### src/rtl/qspi_pkg.sv
// Shared types and constants for the QSPI flash responder.
package qspi_pkg;

    typedef enum logic [3:0] {
        IDLE,
        CMD,
        ADDR_S,
        ADDR_Q,
        MODE,
        DUMMY,
        DATA_S,
        DATA_Q,
        IGNORE
    } state_e;

    localparam logic [7:0] CMD_READ      = 8'h03;
    localparam logic [7:0] CMD_QREAD     = 8'hEB;
    localparam logic [7:0] CMD_RES       = 8'hAB;

    localparam logic [7:0] CRM_MODE_MASK = 8'hF0;
    localparam logic [7:0] CRM_MODE_VAL  = 8'hA0;

    function automatic logic crm_hit(input logic [7:0] mode);
        return (mode & CRM_MODE_MASK) == CRM_MODE_VAL;
    endfunction

endpackage

### src/rtl/qspi_flash_responder_if.sv
// Flash pins and backing-store port of the QSPI responder.
interface qspi_flash_responder_if #(
    parameter int ADDR_BITS = 24
);
    logic                 flash_clk;
    logic                 flash_csn;
    logic [3:0]           flash_in;
    logic [3:0]           flash_out;
    logic [3:0]           flash_out_en;
    logic [ADDR_BITS-1:0] mem_addr;
    logic                 mem_rd;
    logic [7:0]           mem_data;

    modport master (
        output flash_clk, flash_csn, flash_in, mem_data,
        input  flash_out, flash_out_en, mem_addr, mem_rd
    );

    modport slave (
        input  flash_clk, flash_csn, flash_in, mem_data,
        output flash_out, flash_out_en, mem_addr, mem_rd
    );
endinterface

### src/rtl/qspi_edge_detect.sv
// Two-flop synchronizers for the SPI pins plus SCLK rise/fall and CS fall strobes.
module qspi_edge_detect (
    input  logic       clk_2x,
    input  logic       reset_n,
    input  logic       flash_clk,
    input  logic       flash_csn,
    input  logic [3:0] flash_in,
    output logic       sclk_rise,
    output logic       sclk_fall,
    output logic       csn_fall,
    output logic       csn_high,
    output logic [3:0] din
);
    logic [2:0]       clk_sync_q, clk_sync_d;
    logic [2:0]       csn_sync_q, csn_sync_d;
    logic [1:0][3:0]  in_sync_q, in_sync_d;

    always_comb begin
        clk_sync_d = {clk_sync_q[1:0], flash_clk};
        csn_sync_d = {csn_sync_q[1:0], flash_csn};
        in_sync_d  = {in_sync_q[0], flash_in};
    end

    // CS sync resets low so a CS already held low at reset release is not seen as a fall
    always_ff @(posedge clk_2x or negedge reset_n) begin
        if (!reset_n) begin
            clk_sync_q <= '0;
            csn_sync_q <= '0;
            in_sync_q  <= '0;
        end else begin
            clk_sync_q <= clk_sync_d;
            csn_sync_q <= csn_sync_d;
            in_sync_q  <= in_sync_d;
        end
    end

    assign sclk_rise = clk_sync_q[1] & ~clk_sync_q[2];
    assign sclk_fall = ~clk_sync_q[1] & clk_sync_q[2];
    assign csn_fall  = ~csn_sync_q[1] & csn_sync_q[2];
    assign csn_high  = csn_sync_q[1];
    assign din       = in_sync_q[1];
endmodule

### src/rtl/qspi_flash_responder.sv
// QSPI flash read responder (0x03 serial, 0xEB quad) backed by an external byte store.
// Define QSPI_RESPONDER_CRM_EN to enable continuous-read mode (mode byte 0xAx).
module qspi_flash_responder
    import qspi_pkg::*;
#(
    parameter int ADDR_BITS    = 24,
    parameter int DUMMY_CLOCKS = 4
) (
    input logic                   clk_2x,
    input logic                   reset_n,
    qspi_flash_responder_if.slave bus
);
    localparam int CW = 8;
    localparam logic [CW-1:0] ADDR_LAST_S = CW'(ADDR_BITS - 1);
    localparam logic [CW-1:0] ADDR_LAST_Q = CW'(ADDR_BITS / 4 - 1);
    localparam logic [CW-1:0] DUMMY_LAST  = CW'(DUMMY_CLOCKS - 1);

    logic       sclk_rise, sclk_fall, csn_fall, csn_high;
    logic [3:0] din;

    state_e               state_q, state_d;
    logic [CW-1:0]        cnt_q, cnt_d;
    logic [7:0]           shift_q, shift_d;
    logic [7:0]           byte_q, byte_d;
    logic [7:0]           pre_q, pre_d;
    logic                 cap_q, cap_d;
    logic [ADDR_BITS-1:0] addr_q, addr_d;
    logic [ADDR_BITS-1:0] maddr_q, maddr_d;
    logic                 rd_q, rd_d;
    logic [3:0]           out_q, out_d;
    logic [3:0]           en_q, en_d;
    logic                 crm_active;

    qspi_edge_detect u_edge (
        .clk_2x    (clk_2x),
        .reset_n   (reset_n),
        .flash_clk (bus.flash_clk),
        .flash_csn (bus.flash_csn),
        .flash_in  (bus.flash_in),
        .sclk_rise (sclk_rise),
        .sclk_fall (sclk_fall),
        .csn_fall  (csn_fall),
        .csn_high  (csn_high),
        .din       (din)
    );

`ifdef QSPI_RESPONDER_CRM_EN
    logic crm_q, crm_d;
    assign crm_active = crm_q;
    always_ff @(posedge clk_2x or negedge reset_n) begin
        if (!reset_n) crm_q <= 1'b0;
        else          crm_q <= crm_d;
    end
`else
    assign crm_active = 1'b0;
`endif

    always_comb begin
        state_d = state_q;
        cnt_d   = cnt_q;
        shift_d = shift_q;
        byte_d  = byte_q;
        // bypass lets the first byte start shifting on the same cycle its read data lands
        pre_d   = cap_q ? bus.mem_data : pre_q;
        cap_d   = rd_q;
        addr_d  = addr_q;
        maddr_d = maddr_q;
        rd_d    = 1'b0;
        out_d   = out_q;
        en_d    = en_q;
`ifdef QSPI_RESPONDER_CRM_EN
        crm_d   = crm_q;
`endif
        if (csn_high) begin
            state_d = IDLE;
            cnt_d   = '0;
            out_d   = '0;
            en_d    = '0;
        end else begin
            unique case (state_q)
                IDLE: if (csn_fall) begin
                    state_d = crm_active ? ADDR_Q : CMD;
                    cnt_d   = '0;
                end
                CMD: if (sclk_rise) begin
                    shift_d = {shift_q[6:0], din[0]};
                    cnt_d   = cnt_q + CW'(1);
                    if (cnt_q == CW'(7)) begin
                        cnt_d = '0;
                        case (shift_d)
                            CMD_READ:  state_d = ADDR_S;
                            CMD_QREAD: state_d = ADDR_Q;
                            CMD_RES:   state_d = IGNORE;
                            default:   state_d = IGNORE;
                        endcase
                    end
                end
                ADDR_S: if (sclk_rise) begin
                    addr_d = {addr_q[ADDR_BITS-2:0], din[0]};
                    cnt_d  = cnt_q + CW'(1);
                    if (cnt_q == ADDR_LAST_S) begin
                        cnt_d   = '0;
                        state_d = DATA_S;
                        rd_d    = 1'b1;
                        maddr_d = addr_d;
                    end
                end
                ADDR_Q: if (sclk_rise) begin
                    addr_d = {addr_q[ADDR_BITS-5:0], din};
                    cnt_d  = cnt_q + CW'(1);
                    if (cnt_q == ADDR_LAST_Q) begin
                        cnt_d   = '0;
                        state_d = MODE;
                        rd_d    = 1'b1;
                        maddr_d = addr_d;
                    end
                end
                MODE: if (sclk_rise) begin
                    shift_d = {shift_q[3:0], din};
                    cnt_d   = cnt_q + CW'(1);
                    if (cnt_q == CW'(1)) begin
                        cnt_d   = '0;
                        state_d = (DUMMY_CLOCKS == 0) ? DATA_Q : DUMMY;
`ifdef QSPI_RESPONDER_CRM_EN
                        crm_d   = crm_hit(shift_d);
`endif
                    end
                end
                DUMMY: if (sclk_rise) begin
                    cnt_d = cnt_q + CW'(1);
                    if (cnt_q == DUMMY_LAST) begin
                        cnt_d   = '0;
                        state_d = DATA_Q;
                    end
                end
                DATA_S: if (sclk_fall) begin
                    en_d = 4'b0010;
                    if (cnt_q == '0) begin
                        out_d   = {2'b00, pre_d[7], 1'b0};
                        byte_d  = {pre_d[6:0], 1'b0};
                        addr_d  = addr_q + ADDR_BITS'(1);
                        maddr_d = addr_d;
                        rd_d    = 1'b1;
                    end else begin
                        out_d  = {2'b00, byte_q[7], 1'b0};
                        byte_d = {byte_q[6:0], 1'b0};
                    end
                    cnt_d = (cnt_q == CW'(7)) ? '0 : cnt_q + CW'(1);
                end
                DATA_Q: if (sclk_fall) begin
                    en_d = 4'hF;
                    if (cnt_q == '0) begin
                        out_d   = pre_d[7:4];
                        byte_d  = {pre_d[3:0], 4'h0};
                        addr_d  = addr_q + ADDR_BITS'(1);
                        maddr_d = addr_d;
                        rd_d    = 1'b1;
                        cnt_d   = CW'(1);
                    end else begin
                        out_d = byte_q[7:4];
                        cnt_d = '0;
                    end
                end
                IGNORE: ;
                default: state_d = IDLE;
            endcase
        end
    end

    always_ff @(posedge clk_2x or negedge reset_n) begin
        if (!reset_n) begin
            state_q <= IDLE;
            cnt_q   <= '0;
            shift_q <= '0;
            byte_q  <= '0;
            pre_q   <= '0;
            cap_q   <= 1'b0;
            addr_q  <= '0;
            maddr_q <= '0;
            rd_q    <= 1'b0;
            out_q   <= '0;
            en_q    <= '0;
        end else begin
            state_q <= state_d;
            cnt_q   <= cnt_d;
            shift_q <= shift_d;
            byte_q  <= byte_d;
            pre_q   <= pre_d;
            cap_q   <= cap_d;
            addr_q  <= addr_d;
            maddr_q <= maddr_d;
            rd_q    <= rd_d;
            out_q   <= out_d;
            en_q    <= en_d;
        end
    end

    assign bus.flash_out    = out_q;
    assign bus.flash_out_en = en_q;
    assign bus.mem_addr     = maddr_q;
    assign bus.mem_rd       = rd_q;
endmodule
### src/flat_wrapper.sv
// flat-port wrapper written by rule: the top's interface ports become plain ports
module qspi_flash_responder_flat import qspi_pkg::*;
#(
    parameter int ADDR_BITS    = 24,
    parameter int DUMMY_CLOCKS = 4
)
  (clk_2x, reset_n, bus_flash_clk, bus_flash_csn, bus_flash_in, bus_mem_data, bus_flash_out, bus_flash_out_en, bus_mem_addr, bus_mem_rd);
  qspi_flash_responder_if #(.ADDR_BITS(ADDR_BITS)) bus_i ();
  input logic clk_2x;
  input logic reset_n;
  input wire logic [$bits(bus_i.flash_clk)-1:0] bus_flash_clk;
  input wire logic [$bits(bus_i.flash_csn)-1:0] bus_flash_csn;
  input wire logic [$bits(bus_i.flash_in)-1:0] bus_flash_in;
  input wire logic [$bits(bus_i.mem_data)-1:0] bus_mem_data;
  output wire logic [$bits(bus_i.flash_out)-1:0] bus_flash_out;
  output wire logic [$bits(bus_i.flash_out_en)-1:0] bus_flash_out_en;
  output wire logic [$bits(bus_i.mem_addr)-1:0] bus_mem_addr;
  output wire logic [$bits(bus_i.mem_rd)-1:0] bus_mem_rd;
  assign bus_i.flash_clk = bus_flash_clk;
  assign bus_i.flash_csn = bus_flash_csn;
  assign bus_i.flash_in = bus_flash_in;
  assign bus_i.mem_data = bus_mem_data;
  assign bus_flash_out = bus_i.flash_out;
  assign bus_flash_out_en = bus_i.flash_out_en;
  assign bus_mem_addr = bus_i.mem_addr;
  assign bus_mem_rd = bus_i.mem_rd;
  qspi_flash_responder #(.ADDR_BITS(ADDR_BITS), .DUMMY_CLOCKS(DUMMY_CLOCKS)) u_core (.clk_2x(clk_2x), .reset_n(reset_n), .bus(bus_i));
endmodule
### config.mk
export PLATFORM = sky130hd
export DESIGN_NAME = qspi_flash_responder_flat
export DESIGN_NICKNAME = d
export VERILOG_FILES = /design/src/rtl/qspi_pkg.sv /design/src/rtl/qspi_flash_responder_if.sv /design/src/rtl/qspi_edge_detect.sv /design/src/rtl/qspi_flash_responder.sv /design/src/flat_wrapper.sv
export SDC_FILE = /design/constraint.sdc
export NUM_CORES = 1
export LEC_CHECK = 0
export BUFFER_PORTS_ARGS = -buffer_cell sky130_fd_sc_hd__clkbuf_2
export CAP_MARGIN = 0
export CELL_PAD_IN_SITES_DETAIL_PLACEMENT = 1
export CELL_PAD_IN_SITES_GLOBAL_PLACEMENT = 1
export CORE_UTILIZATION = 47
export CTS_CLUSTER_SIZE = 30
export DETAILED_ROUTE_END_ITERATION = 7
export MAX_ROUTING_LAYER = met4
export PLACE_DENSITY = 0.84
export SETUP_SLACK_MARGIN = 0.1
export SYNTH_ARGS = -nofsm -noshare
export SYNTH_HDL_FRONTEND = slang
export SYNTH_HIERARCHICAL = 1
export SYNTH_SLANG_ARGS = --single-unit
export TNS_END_PERCENT = 30
### constraint.sdc
create_clock -name clk_2x -period 2.8 [get_ports clk_2x]
set_input_delay 0.28 -clock clk_2x [delete_from_list [all_inputs] [get_ports clk_2x]]
set_output_delay 0.28 -clock clk_2x [all_outputs]
set_load 0.02 [all_outputs]
==> results.md <==
- Status: complete, but fails checks
- Failing checks: design-rule violations
- Count leader, synth: dfrtp_1
- Final setup viols: 0
- Netlist Area Pre-Place: 0.00558 mm²
- Unrepaired setup endpoints after global routing: no
- Yosys warns: 6
- Synth top area cells: dfrtp_1 47%, mux2_2 5.7%, o21ai_0 3.5%
- Synth Area in Simple Gates: 17.2%
- Crit Reg-Reg Startpoint: u_core/cnt_q[5]$_DFFE_PN0P_
- Remaining DRCs: 4
- Worst-skew pair later-pin latency: 360 ps
- Hold WS: 28.1 ps
- Compound-Gate Fraction of Synth Area: 18.6%
- GRT overflow: 0
- Root Buffer: clkbuf_16
- Synth Area in Adders: 1.12%
- Sw Share: 26.9%
- Worst-path maximum fanout: 14
- Setup crit end: u_core/bus.mem_addr[9]$_DFFE_PN0P_
- Largest net degree at the start of global routing: 64
- Peak VDD IR: 0.417 mV
- Critical Path Sink Type: flip-flop
- Period utilization: 88.2%
- DR pass1 iterations: 8
- Clk slew on worst S/H paths: 70 ps
- Asr flop ratio synth: 100%
- Pre-CTS setup slack: 325 ps
- Vias per inst: 6.22
- Leakage power: 2.80 nW
- Final GP Congestion: 0.806
- Normalized max-slew margin: 19.4%
- HP Class: in -> reg
- H-tree levels: 3
- Cts repair resizes: 0
- Core area: 0.0115 mm²
- Max-slew violation count: 0
- Initial antenna violation count: 0
- Avg Cell Area, Syn: 10.1 µm²
- R2R cell count: 6
- Clk sinks: 104
- Post-synth top area share: 46.6%
- Ports: 49
- Logic pwr share: 15.6%
- Seq/Total Area, Yosys: 46.6%
- Max-cap violations: 0
- WL final: 14500 µm
- Slew @ Worst Pin: 1200 ps
- Worst setup SP type: flip-flop
- Psw: 0.967 mW
- Unique cell type count in the Yosys netlist: 71
- Initial drt markers: 220
- Fin Setup TNS: 0 ps
- Main synth FF type: dfrtp_1
- Number of global-route vias before repair: 4894
- Reg2Reg Setup Slack: 330 ps
- Post-synthesis mux area share: 10.6%
- Post-synth top area cell: dfrtp_1
- Max Freq: 405 MHz
- Gr usage total: 25.8%
- Initial core utilization: 48.5%
- Chip height: 111 µm
- RR Endpoint: u_core/bus.mem_addr[9]$_DFFE_PN0P_
- WS Path Type: reg -> reg
- Design Power: 3.59 mW
- Number of routed nets with antenna violations: 0
- Clk pwr share: 38.8%
- Hpwl dp: 10100 µm
- WP data arrival: 2700 ps
- TritonCTS buffer count: 9
- Die Width: 111 µm
- Final nets: 607
- Syn nets: 575
- Ant. Diodes: 0
- Final hold violations: 0
- Total number of vias: 4569
- Gate count after technology mapping: 554
- PwrDens: 571 mW/mm²
- Die ar.: 0.0123 mm²
- First-pass GRT wire length: 24700 µm
- Reg power frac: 45.6%
- CTS tree: built
- Layout cells sized above 1: 21.5%
- CP required: 3030 ps
- Largest family of logic cells by synthesized area: compound AO/OA/AOI/OAI gates
- Post-Synth XOR/XNOR Area: 1.57%
- Setup crit start: u_core/cnt_q[5]$_DFFE_PN0P_
- Area grow syn2layout: 12.7%
- Min Clock Period, post-route: 2470 ps
- Synthesized flop and latch total: 104
- Final setup margin: 332 ps
- Per-cell routed wire length: 19.7 µm
- Int Pwr: 2.62 mW
- Post-synth EDFFs: 0
- Num rows: 39
- Port bufs: 48
- Synth top cells by count: 104 x dfrtp_1, 39 x o21ai_0, 38 x nand2_1, 34 x clkbuf_1, 32 x nor2_1
- Clock buffer depth: 2
- Clk_skew: 6.98 ps
## power groups by stage
stage | sequential, mW | combinational [mW] | clock (mW)
final | 1.64 | 0.561 | 1.39
after detailed placement | 1.66 | 0.555 | 0
after floorplan | 1.63 | 0.403 | 0
after global routing | 1.65 | 0.627 | 1.47
after CTS | 1.64 | 0.563 | 1.41
after global placement | 1.66 | 0.525 | 0
## cell families after synthesis
family | after synthesis
muxes | 54
and+or+nand+nor | 174
DFF | 104
AOI/OAI and AO/OA | 152
adders and majority gates | 5
xor gates and xnor gates | 10
buffers and inverters | 55
## per-stage QoR
step                      utilization (%)  cell area, µm²  cells
after floorplan                         -            5580    554
after global placement               51.6            5950    717
after detailed placement             51.6            5950    717
after CTS                            54.6            6290    734
after global routing                 54.6            6290    734
final                                54.6            6290    734
## repair_timing
item / 4_1_cts / 5_1_grt
hold endpoints to repair: 41 / 0
hold buffers: 1 / 0
setup buffers: 0 / 0
## worst min path at each step
stage / startpoint / endpoint / slack (ps) / cells past startpoint
finish: bus_flash_in[3] / u_core/u_edge/in_sync_d[7]$_DFF_PN0_ / 30 / 1
global route: bus_flash_in[3] / u_core/u_edge/in_sync_d[7]$_DFF_PN0_ / 20 / 1
CTS: bus_flash_in[3] / u_core/u_edge/in_sync_d[7]$_DFF_PN0_ / 20 / 1
detailed placement: reset_n / u_core/cnt_q[3]$_DFFE_PN0P_ / 310 / 1
global placement: reset_n / u_core/cnt_q[1]$_DFFE_PN0P_ / 300 / 1
floorplan: reset_n / u_core/addr_q[0]$_DFFE_PN0P_ / -20 / 0
## state kept, by name (all words and copies together) (netlist names), 3 cells and up
signal                    flops
u_core/u_edge/csn_sync_q      3
u_core/state_q                4
u_core/u_edge/clk_sync_q      3
u_core/u_edge/din             4
u_core/u_edge/in_sync_d       4
u_core/bus.flash_out          4
u_core/pre_q                  8
u_core/bus.mem_addr          24
u_core/cnt_q                  8
u_core/shift_q                7
u_core/addr_q                24
u_core/byte_q                 7
## critical path, stage by stage, from the launching register on
cell	delay (ps)
dfrtp_1	460
nor4_4	550
a41oi_1	210
o32ai_2	330
and2_1	200
buf_4	240
mux2_1	350
## area by class of cell
class                      count  area, µm²
fill                        1266       5230
clock inverter                 5       78.8
tap                          143        179
timing repair buffer          67        400
inverter                       9       33.8
multi-input combinational    395       2740
sequential                   104       2600
clock buffer                  11        253
## layout by cell type (no fill, tap or decap), drive strengths merged, types with 6 or more instances in the layout
cell type  instances
mux2              42
nor2b              7
buf               19
nand3             24
nand4              9
o211ai             9
nor3              11
xnor2              7
nand2             38
dfrtp            104
nor2              33
a22o               6
a21o               7
mux2i             12
a31oi             17
a22oi             20
o21ai             39
nor4               7
a21oi             20
clkbuf            58
inv                9
nand2b             6
## metal layers
| metal | GRT usage (%) | share of wire (%) | vias up | routed length, µm |
|---|---|---|---|---|
| li1 | - | - | 2115 | - |
| met1 | 30.1 | 41 | 2335 | 5920 |
| met2 | 44.9 | 53 | 95 | 7720 |
| met3 | 3.23 | 3.7 | 24 | 537 |
| met4 | 10.7 | 2.1 | 0 | 311 |
| met5 | - | 0 | - | 0 |
No activity file was read; power rests on OpenSTA's default activity.
